==> src/rtl/lc3_pkg.sv <==
// LC-3 front-end shared definitions: opcodes, decoded type codes, fetch FSM
// state encoding, the halt word and the decoded-output record.
package lc3_pkg;

  localparam logic [15:0] HALT_WORD = 16'hF025;

  localparam logic [3:0] OP_BR   = 4'h0;
  localparam logic [3:0] OP_ADD  = 4'h1;
  localparam logic [3:0] OP_LD   = 4'h2;
  localparam logic [3:0] OP_ST   = 4'h3;
  localparam logic [3:0] OP_JSR  = 4'h4;
  localparam logic [3:0] OP_AND  = 4'h5;
  localparam logic [3:0] OP_LDR  = 4'h6;
  localparam logic [3:0] OP_STR  = 4'h7;
  localparam logic [3:0] OP_RTI  = 4'h8;
  localparam logic [3:0] OP_NOT  = 4'h9;
  localparam logic [3:0] OP_LDI  = 4'hA;
  localparam logic [3:0] OP_STI  = 4'hB;
  localparam logic [3:0] OP_JMP  = 4'hC;
  localparam logic [3:0] OP_RSV  = 4'hD;
  localparam logic [3:0] OP_LEA  = 4'hE;
  localparam logic [3:0] OP_TRAP = 4'hF;

  localparam logic [4:0] T_BR      = 5'b00000;
  localparam logic [4:0] T_JMP     = 5'b00001;
  localparam logic [4:0] T_JSR     = 5'b00010;
  localparam logic [4:0] T_JSRR    = 5'b00011;
  localparam logic [4:0] T_ADDR    = 5'b00100;
  localparam logic [4:0] T_ADDI    = 5'b00101;
  localparam logic [4:0] T_ANDR    = 5'b00110;
  localparam logic [4:0] T_ANDI    = 5'b00111;
  localparam logic [4:0] T_LD      = 5'b01000;
  localparam logic [4:0] T_LDR     = 5'b01001;
  localparam logic [4:0] T_LDI     = 5'b01010;
  localparam logic [4:0] T_LEA     = 5'b01011;
  localparam logic [4:0] T_ST      = 5'b01100;
  localparam logic [4:0] T_STR     = 5'b01101;
  localparam logic [4:0] T_STI     = 5'b01110;
  localparam logic [4:0] T_TRAP    = 5'b10000;
  localparam logic [4:0] T_NOT     = 5'b10001;
  localparam logic [4:0] T_RTI     = 5'b10010;
  localparam logic [4:0] T_ILLEGAL = 5'b11111;

  typedef enum logic [1:0] {S_REQ, S_OUT, S_DRAIN, S_HALT} state_e;

  typedef struct packed {
    logic [15:0] inst;
    logic [4:0]  itype;
    logic [2:0]  sr1;
    logic [2:0]  sr2;
    logic [2:0]  dr;
    logic [15:0] imm;
    logic [15:0] ip;
  } dec_out_t;

  // Sign-extend the low w bits of v to 16 bits (w is a constant at every call).
  function automatic logic [15:0] sext(input logic [15:0] v, input int unsigned w);
    logic [15:0] t;
    t = v << (16 - w);
    return $signed(t) >>> (16 - w);
  endfunction

endpackage

==> src/rtl/fetch_decode_if.sv <==
// Fetch/decode bus bundle: instruction-memory req/ack, decoded output to
// execute (valid/ready) and the redirect path back from execute.
// 'type' is a language keyword, so the decoded class travels as 'itype'.
interface fetch_decode_if;
  logic        imem_req;
  logic [15:0] imem_addr;
  logic [15:0] imem_rdata;
  logic        imem_ack;
  logic        dec_valid;
  logic        exe_ready;
  logic [15:0] inst;
  logic [4:0]  itype;
  logic [2:0]  SR1;
  logic [2:0]  SR2;
  logic [2:0]  DR;
  logic [15:0] imm;
  logic [15:0] IP;
  logic        redirect_valid;
  logic [15:0] redirect_ip;

  modport master (
    output imem_req, imem_addr, dec_valid, inst, itype, SR1, SR2, DR, imm, IP,
    input  imem_rdata, imem_ack, exe_ready, redirect_valid, redirect_ip
  );

  modport slave (
    input  imem_req, imem_addr, dec_valid, inst, itype, SR1, SR2, DR, imm, IP,
    output imem_rdata, imem_ack, exe_ready, redirect_valid, redirect_ip
  );
endinterface

==> src/rtl/lc3_decoder.sv <==
// Combinational LC-3 instruction decoder (type / SR1 / SR2 / DR / imm).
// Kept standalone so the disassembly trace monitor can reuse it.
module lc3_decoder
  import lc3_pkg::*;
(
  input  logic [15:0] inst_i,
  output logic [4:0]  type_o,
  output logic [2:0]  sr1_o,
  output logic [2:0]  sr2_o,
  output logic [2:0]  dr_o,
  output logic [15:0] imm_o
);

  logic [3:0] op;
  assign op = inst_i[15:12];

  // Field extraction; stores carry their data register in [11:9] on SR2.
  always_comb begin
    type_o = T_ILLEGAL;
    imm_o  = '0;
    dr_o   = inst_i[11:9];
    sr1_o  = inst_i[8:6];
    sr2_o  = inst_i[2:0];
    case (op)
      OP_BR:   begin type_o = T_BR;  imm_o = sext(inst_i, 9); end
      OP_ADD:  begin
        type_o = inst_i[5] ? T_ADDI : T_ADDR;
        if (inst_i[5]) imm_o = sext(inst_i, 5);
      end
      OP_LD:   begin type_o = T_LD;  imm_o = sext(inst_i, 9); end
      OP_ST:   begin type_o = T_ST;  imm_o = sext(inst_i, 9); sr2_o = inst_i[11:9]; end
      OP_JSR:  begin
        type_o = inst_i[11] ? T_JSR : T_JSRR;
        if (inst_i[11]) imm_o = sext(inst_i, 11);
      end
      OP_AND:  begin
        type_o = inst_i[5] ? T_ANDI : T_ANDR;
        if (inst_i[5]) imm_o = sext(inst_i, 5);
      end
      OP_LDR:  begin type_o = T_LDR; imm_o = sext(inst_i, 6); end
      OP_STR:  begin type_o = T_STR; imm_o = sext(inst_i, 6); sr2_o = inst_i[11:9]; end
      OP_RTI:  type_o = T_RTI;
      OP_NOT:  type_o = T_NOT;
      OP_LDI:  begin type_o = T_LDI; imm_o = sext(inst_i, 9); end
      OP_STI:  begin type_o = T_STI; imm_o = sext(inst_i, 9); sr2_o = inst_i[11:9]; end
      OP_JMP:  type_o = T_JMP;
      OP_RSV:  type_o = T_ILLEGAL;
      OP_LEA:  begin type_o = T_LEA; imm_o = sext(inst_i, 9); end
      OP_TRAP: begin type_o = T_TRAP; imm_o = {8'h00, inst_i[7:0]}; end
      default: type_o = T_ILLEGAL;
    endcase
  end

endmodule

==> src/rtl/fetch_decode.sv <==
// LC-3 fetch/decode front end: fetches over req/ack, decodes, hands off to
// execute over valid/ready, takes redirects and halts on TRAP x25.
// Optional fetch watchdog: define FD_TIMEOUT_EN.
module fetch_decode
  import lc3_pkg::*;
#(
  parameter logic [15:0] RESET_PC       = 16'h3000,
  parameter int          TIMEOUT_CYCLES = 64
) (
  input  logic           clk,
  input  logic           rst_n,
  fetch_decode_if.master bus,
  output logic           halted,
  output logic           fetch_err
);

  state_e      state_q, state_d;
  logic [15:0] pc_q, pc_d;
  logic [15:0] drain_addr_q, drain_addr_d;
  dec_out_t    out_q, out_d;
  logic        ld_dec, ld_bad, timeout;

  logic [4:0]  dec_type;
  logic [2:0]  dec_sr1, dec_sr2, dec_dr;
  logic [15:0] dec_imm;

  lc3_decoder u_dec (
    .inst_i (bus.imem_rdata),
    .type_o (dec_type),
    .sr1_o  (dec_sr1),
    .sr2_o  (dec_sr2),
    .dr_o   (dec_dr),
    .imm_o  (dec_imm)
  );

  // Next state, PC and output-record update; redirect outranks everything.
  always_comb begin
    state_d      = state_q;
    pc_d         = pc_q;
    drain_addr_d = drain_addr_q;
    out_d        = out_q;
    ld_dec       = 1'b0;
    ld_bad       = 1'b0;
    case (state_q)
      S_REQ: begin
        if (bus.redirect_valid) begin
          pc_d = bus.redirect_ip;
          // An un-acked request is committed: keep presenting the old address.
          if (!bus.imem_ack) begin
            state_d      = S_DRAIN;
            drain_addr_d = pc_q;
          end
        end else if (bus.imem_ack) begin
          ld_dec = 1'b1;
        end else if (timeout) begin
          ld_bad = 1'b1;
        end
      end
      S_OUT: begin
        if (bus.redirect_valid) begin
          pc_d    = bus.redirect_ip;
          state_d = S_REQ;
        end else if (bus.exe_ready) begin
          state_d = (out_q.inst == HALT_WORD) ? S_HALT : S_REQ;
        end
      end
      S_DRAIN: begin
        if (bus.redirect_valid) pc_d = bus.redirect_ip;
        // Once the stale request completes there is nothing left to drain,
        // even if a further redirect lands in the same cycle.
        if (bus.imem_ack) state_d = S_REQ;
        else if (!bus.redirect_valid && timeout) ld_bad = 1'b1;
      end
      S_HALT: begin
        if (bus.redirect_valid) begin
          pc_d    = bus.redirect_ip;
          state_d = S_REQ;
        end
      end
      default: state_d = S_REQ;
    endcase

    if (ld_dec) begin
      out_d.inst  = bus.imem_rdata;
      out_d.itype = dec_type;
      out_d.sr1   = dec_sr1;
      out_d.sr2   = dec_sr2;
      out_d.dr    = dec_dr;
      out_d.imm   = dec_imm;
      out_d.ip    = pc_q + 16'd1;
      pc_d        = pc_q + 16'd1;
      state_d     = S_OUT;
    end
    // Abandoned fetch is reported to execute as an ILLEGAL bubble.
    if (ld_bad) begin
      out_d       = '0;
      out_d.itype = T_ILLEGAL;
      out_d.ip    = pc_q + 16'd1;
      pc_d        = pc_q + 16'd1;
      state_d     = S_OUT;
    end
  end

  // State, PC and decoded-output registers.
  always_ff @(posedge clk or negedge rst_n) begin
    if (!rst_n) begin
      state_q      <= S_REQ;
      pc_q         <= RESET_PC;
      drain_addr_q <= '0;
      out_q        <= '0;
    end else begin
      state_q      <= state_d;
      pc_q         <= pc_d;
      drain_addr_q <= drain_addr_d;
      out_q        <= out_d;
    end
  end

`ifdef FD_TIMEOUT_EN
  logic [15:0] cnt_q, cnt_d;
  logic        ferr_q;
  logic        waiting;

  assign waiting = (state_q == S_REQ) || (state_q == S_DRAIN);
  // >= rather than == so a counter pushed past the limit by drain redirects
  // still fires.
  assign timeout = waiting && !bus.imem_ack && (cnt_q >= 16'(TIMEOUT_CYCLES - 1));
  assign cnt_d   = (waiting && !bus.imem_ack && (state_d == state_q)) ? cnt_q + 16'd1 : '0;

  // Watchdog counter and sticky error flag.
  always_ff @(posedge clk or negedge rst_n) begin
    if (!rst_n) begin
      cnt_q  <= '0;
      ferr_q <= 1'b0;
    end else begin
      cnt_q <= cnt_d;
      if (ld_bad) ferr_q <= 1'b1;
    end
  end

  assign fetch_err = ferr_q;
`else
  logic unused_timeout;
  assign unused_timeout = (TIMEOUT_CYCLES != 0);
  assign timeout        = 1'b0;
  assign fetch_err      = 1'b0;
`endif

  // Request is quiet while reset is held even though the state is S_REQ.
  assign bus.imem_req  = rst_n && ((state_q == S_REQ) || (state_q == S_DRAIN));
  assign bus.imem_addr = !rst_n ? 16'h0000 : ((state_q == S_DRAIN) ? drain_addr_q : pc_q);
  assign bus.dec_valid = (state_q == S_OUT);
  assign bus.inst      = out_q.inst;
  assign bus.itype     = out_q.itype;
  assign bus.SR1       = out_q.sr1;
  assign bus.SR2       = out_q.sr2;
  assign bus.DR        = out_q.dr;
  assign bus.imm       = out_q.imm;
  assign bus.IP        = out_q.ip;
  assign halted        = (state_q == S_HALT);

endmodule
==> src/flat_wrapper.sv <==
// flat-port wrapper written by rule: the top's interface ports become plain ports
module fetch_decode_flat import lc3_pkg::*;
#(
  parameter logic [15:0] RESET_PC       = 16'h3000,
  parameter int          TIMEOUT_CYCLES = 64
)
  (clk, rst_n, halted, fetch_err, bus_imem_req, bus_imem_addr, bus_dec_valid, bus_inst, bus_itype, bus_SR1, bus_SR2, bus_DR, bus_imm, bus_IP, bus_imem_rdata, bus_imem_ack, bus_exe_ready, bus_redirect_valid, bus_redirect_ip);
  fetch_decode_if bus_i ();
  input  logic clk;
  input  logic rst_n;
  output logic halted;
  output logic fetch_err;
  output wire logic [$bits(bus_i.imem_req)-1:0] bus_imem_req;
  output wire logic [$bits(bus_i.imem_addr)-1:0] bus_imem_addr;
  output wire logic [$bits(bus_i.dec_valid)-1:0] bus_dec_valid;
  output wire logic [$bits(bus_i.inst)-1:0] bus_inst;
  output wire logic [$bits(bus_i.itype)-1:0] bus_itype;
  output wire logic [$bits(bus_i.SR1)-1:0] bus_SR1;
  output wire logic [$bits(bus_i.SR2)-1:0] bus_SR2;
  output wire logic [$bits(bus_i.DR)-1:0] bus_DR;
  output wire logic [$bits(bus_i.imm)-1:0] bus_imm;
  output wire logic [$bits(bus_i.IP)-1:0] bus_IP;
  input wire logic [$bits(bus_i.imem_rdata)-1:0] bus_imem_rdata;
  input wire logic [$bits(bus_i.imem_ack)-1:0] bus_imem_ack;
  input wire logic [$bits(bus_i.exe_ready)-1:0] bus_exe_ready;
  input wire logic [$bits(bus_i.redirect_valid)-1:0] bus_redirect_valid;
  input wire logic [$bits(bus_i.redirect_ip)-1:0] bus_redirect_ip;
  assign bus_imem_req = bus_i.imem_req;
  assign bus_imem_addr = bus_i.imem_addr;
  assign bus_dec_valid = bus_i.dec_valid;
  assign bus_inst = bus_i.inst;
  assign bus_itype = bus_i.itype;
  assign bus_SR1 = bus_i.SR1;
  assign bus_SR2 = bus_i.SR2;
  assign bus_DR = bus_i.DR;
  assign bus_imm = bus_i.imm;
  assign bus_IP = bus_i.IP;
  assign bus_i.imem_rdata = bus_imem_rdata;
  assign bus_i.imem_ack = bus_imem_ack;
  assign bus_i.exe_ready = bus_exe_ready;
  assign bus_i.redirect_valid = bus_redirect_valid;
  assign bus_i.redirect_ip = bus_redirect_ip;
  fetch_decode #(.RESET_PC(RESET_PC), .TIMEOUT_CYCLES(TIMEOUT_CYCLES)) u_core (.clk(clk), .rst_n(rst_n), .bus(bus_i), .halted(halted), .fetch_err(fetch_err));
endmodule
==> config.mk <==
export PLATFORM = sky130hd
export DESIGN_NAME = fetch_decode_flat
export DESIGN_NICKNAME = d
export VERILOG_FILES = /design/src/rtl/lc3_pkg.sv /design/src/rtl/fetch_decode_if.sv /design/src/rtl/lc3_decoder.sv /design/src/rtl/fetch_decode.sv /design/src/flat_wrapper.sv
export SDC_FILE = /design/constraint.sdc
export NUM_CORES = 1
export LEC_CHECK = 0
export CAP_MARGIN = 20
export CORE_MARGIN = 2
export CORE_UTILIZATION = 49
export CTS_CLUSTER_DIAMETER = 100
export DETAILED_ROUTE_END_ITERATION = 10
export PLACE_DENSITY = 0.87
export SETUP_SLACK_MARGIN = 0.02
export SKIP_CTS_REPAIR_TIMING = 1
export SYNTH_ARGS = -nofsm -noshare
export SYNTH_HDL_FRONTEND = slang
export SYNTH_SLANG_ARGS = --single-unit
==> constraint.sdc <==
create_clock -name clk -period 2.05 [get_ports clk]
set_clock_uncertainty 0.05 [all_clocks]
set_input_delay 0.5125 -clock clk [delete_from_list [all_inputs] [get_ports clk]]
set_output_delay 0.5125 -clock clk [all_outputs]
set_load 0.1 [all_outputs]
==> results.md <==
| Step | Metric | Value |
| --- | --- | --- |
| flow run | Number of max-capacitance violations reported | 0 |
| route | Drt drc | 0 |
| cts | Reg clk slew, reported paths | 90 ps |
| synth | Gate count of the mapped netlist | 489 |
| route | Drt first-iter violations | 517 |
| sta | Final hold violation count | 0 |
| floorplanning | Die Ht | 99.3 um |
| sta | Number of setup violations in the final report | 20 |
| power | Peak supply drop | 1.34 mV |
| sta | Maximum clock frequency | 420 MHz |
| synth | Number of enable-type register cells in the synthesized netlist | 0 |
| critical path | Data required time at the worst endpoint | 1490 ps |
| critical path | Nature of the critical path endpoint | output port |
| route | Post-DR vias/cell | 6.39 |
| sta | Time the worst path needs with I/O delays and setup | 2380 ps |
| global route | Initial antenna violation count | 0 |
| synth | Netlist area before placement | 4450 um2 |
| cts | CTS Buffer Depth | 2 |
| synth | Synth cell types | 58 |
| layout | Commonest non-fill, non-tap cell in the layout | nand2_1 |
| place | Number of buffer cells added on primary ports | 117 |
| place | Post-placement cell area | 7040 um2 |
| sta | Total Neg Setup Slack | -4360 ps |
| sta | RSZ-0062 raised after global routing | true |
| sta | Worst-case setup margin in the final layout | -330 ps |
| critical path | Kind of start point of the critical path | flip-flop |
| route | DRT Wirelength | 17.8 mm |
| sta | Final Slew Violations | 0 |
| global route | Maximum number of pins on one net before global-route repair | 59 |
| synth | Proportion of synthesized chip area in sequential cells | 47.9% |
| power | Total power divided by cell area | 1610 nW/um2 |
| layout | Share of layout cells above drive strength 1 | 36.9% |
| layout | Diode count | 0 |
| global route | Total global routing track utilization | 32.5% |
| place | Worst slack, placed | -447 ps |
| critical path | Reg-to-reg critical path endpoint | u_core.bus.itype[1] |
| synth | Post-synth net total | 527 |
| floorplanning | Die X | 99.3 um |
| floorplanning | # IOs | 119 |
| global route | Number of global-route vias before repair | 4747 |
| layout | Non-filler cells in the finished layout | 742 |
| critical path | Critical Path, Cell by Cell | inv_4, nor2_4, clkbuf_16, nand2_4, a21boi_4, buf_12 |
| floorplanning | Row count | 34 |
| layout | Commonest cells after routing, fill and taps aside | nand2_1, buf_12, dfrtp_1 |
| floorplanning | Die ar. | 9850 um2 |
| place | Placed instance count | 715 |
| cts | H-tree Lvls | 3 |
| global route | Wire length of the first global-routing pass | 24.9 mm |
| layout | Signed area change from the synthesized netlist to the final layout | 68.0% |
| critical path | R2R Path Start | u_core.state_q[0] |
| cts | Number of sinks driven by the clock tree | 85 |
| route | Routed wire per std cell | 24.0 um |
| critical path | Critical Path End | bus_imem_addr[8] |
| route | Post-DRT Antenna Nets | 0 |
| layout | Final standard cell area without fillers | 7470 um2 |
| global route | Global-route congestion overflow total | 0 |
| critical path | Path length in cells of the critical path | 6 |
| critical path | Cell type of the slowest stage on the worst timing path | dfrtp_2 |
| route | Detailed Routing Iterations Pass 1 | 6 |
| layout | Nets | 667 |
| synth | Syn_area_per_cell | 9.09 um2 |
| place | DP Wirelength | 10.8 mm |
| hold path | Hold WC Path Type | in -> async |
| power | Leakage power figure | 0.00333 uW |
| layout | Fill cell total of the finished layout | 360 |
| place | Final RePlAce weighted congestion | 0.921 |
| synth | Yosys synthesis warning count | 0 |
| critical path | Length in cells of the worst reg-to-reg path | 3 |
| floorplanning | Core Area | 8760 um2 |
| cts | Buffer type at the clock tree root | clkbuf_8 |
| cts | Clock tree from TritonCTS | built |
| critical path | Worst setup path startpoint | u_core.state_q[1] |
| critical path | Worst path max stage delay | 460 ps |
| critical path | Buf+Inv Stages, Crit Path | 3 |
| cts | TritonCTS buffer count | 9 |
| sta | Worst-margin pin slew | 755 ps |
| sta | Relative max-transition margin | 49.7% |
| floorplanning | Initial Util | 50.7% |
| critical path | Startpoint-to-endpoint class of the critical path | reg -> out |
| critical path | Critical Path AT | 1820 ps |
| critical path | Register-to-register setup slack | 10 ps |
| run status | Violated checks | negative setup slack |
| critical path | Crit path max fanout | 8 |
| synth | Share of flip-flops with an asynchronous set or reset | 100% |
| cts | Clk Latency, worst-skew pair | 380 ps |
| route | Detailed-route via count | 4743 |
| synth | Most frequently used flop master after synthesis | dfrtp_1 |
| sta | Ratio of final minimum period to clock period | 116% |
| critical path | Cell family contributing the most delay on the critical path | buffers and inverters |
| layout | Share of the core filled with cells | 85.3% |
| synth | Synth Register Bits | 85 |
| run status | Run status | finished, violations left |
layout make-up:
| cell class | instances | area [um2] | area share (%) |
|---|---|---|---|
| clock buffers | 9 | 124 | 1.66 |
| flip-flops and latches | 85 | 2130 | 28.5 |
| inverters | 7 | 28.8 | 0.385 |
| repair buffers | 178 | 2530 | 33.9 |
| multi-input cells | 348 | 2400 | 32.2 |
| well taps | 108 | 135 | 1.81 |
| clock inverters | 7 | 114 | 1.52 |
metal layers:
| layer | part of all wire, % | GRT usage, % |
|---|---|---|
| met5 | 0 | 0 |
| met4 | 6.4 | 19.6 |
| met3 | 9.5 | 6.82 |
| met2 | 50 | 55.5 |
| met1 | 34 | 37.7 |
synthesized netlist by cell type (2+ instances only):
library cell  instances  area share (%)
o22ai_1               3            0.42
nor3b_1               3            0.51
and3_1                2            0.28
xnor2_1              19             3.7
a21oi_1               8            0.90
xor2_1                3            0.59
buf_6                 3            0.76
nand3_1               5            0.56
buf_1                 3            0.25
a31oi_1               2            0.28
nor2b_1               3            0.42
buf_4                13             2.2
a21boi_0             18             3.0
nor3_1                7            0.79
mux2_2               16             4.1
o21ai_0              40             4.5
clkbuf_1             18             1.5
nand4bb_1             2            0.51
nor2_1               19             1.6
a211oi_1              5            0.84
mux2i_1               6             1.4
dfrtp_1              83              47
buf_2                12             1.4
nand2b_1              9             1.3
o31ai_1               2            0.34
o31a_1                3            0.59
o21ai_1               4            0.45
dfstp_2               2             1.2
nor4_1                7            0.98
nand4_1               3            0.42
nand2_1             133              11
inv_1                 7            0.59
registers in the layout, summed over array words and instances (netlist names):
signal / flops
u_core.bus.IP: 16
u_core.bus.inst: 16
u_core.drain_addr_q: 16
u_core.pc_q: 16
u_core.bus.imm: 11
u_core.bus.itype: 5
u_core.bus.SR2: 3
u_core.state_q: 2
stage by stage:
stage               power [uW]  hold slack [ps]
global placement         10100              295
floorplan                 7480              167
finish                   12000             58.0
CTS                      11800             -104
detailed placement       10300              297
global route             12300             59.1
report_power, final:
group / switching (uW) / total (uW) / internal, uW
Clock: 671 / 1480 / 805
Combinational: 4920 / 7570 / 2650
Sequential: 784 / 2990 / 2200
cell families (layout without fill, tap and decap cells):
| family | after synthesis | in the layout | share of synthesized area [%] |
|---|---|---|---|
| DFF | 85 | 85 | 47.9 |
| xor gates and xnor gates | 22 | 22 | 4.33 |
| muxes | 22 | 22 | 5.40 |
| other | 1 | 1 | 0.0843 |
| buffers and inverters | 56 | 201 | 6.67 |
| AOI/OAI and AO/OA | 95 | 95 | 13.3 |
| and+or+nand+nor | 207 | 207 | 22.0 |
| adders and majority gates | 1 | 1 | 0.281 |
how the worst min path moves through the flow:
stage | cells after the start | slack [ps] | end | start
after floorplan | 0 | 170 | u_core.bus.IP[0] | rst_n
after global placement | 1 | 290 | u_core.drain_addr_q[0] | rst_n
after detailed placement | 1 | 300 | u_core.drain_addr_q[0] | rst_n
after CTS | 1 | -100 | u_core.drain_addr_q[0] | rst_n
after global routing | 2 | 60 | u_core.pc_q[4] | rst_n
final | 2 | 60 | u_core.drain_addr_q[2] | rst_n
Note: power is estimated with default switching activity, not from simulation.
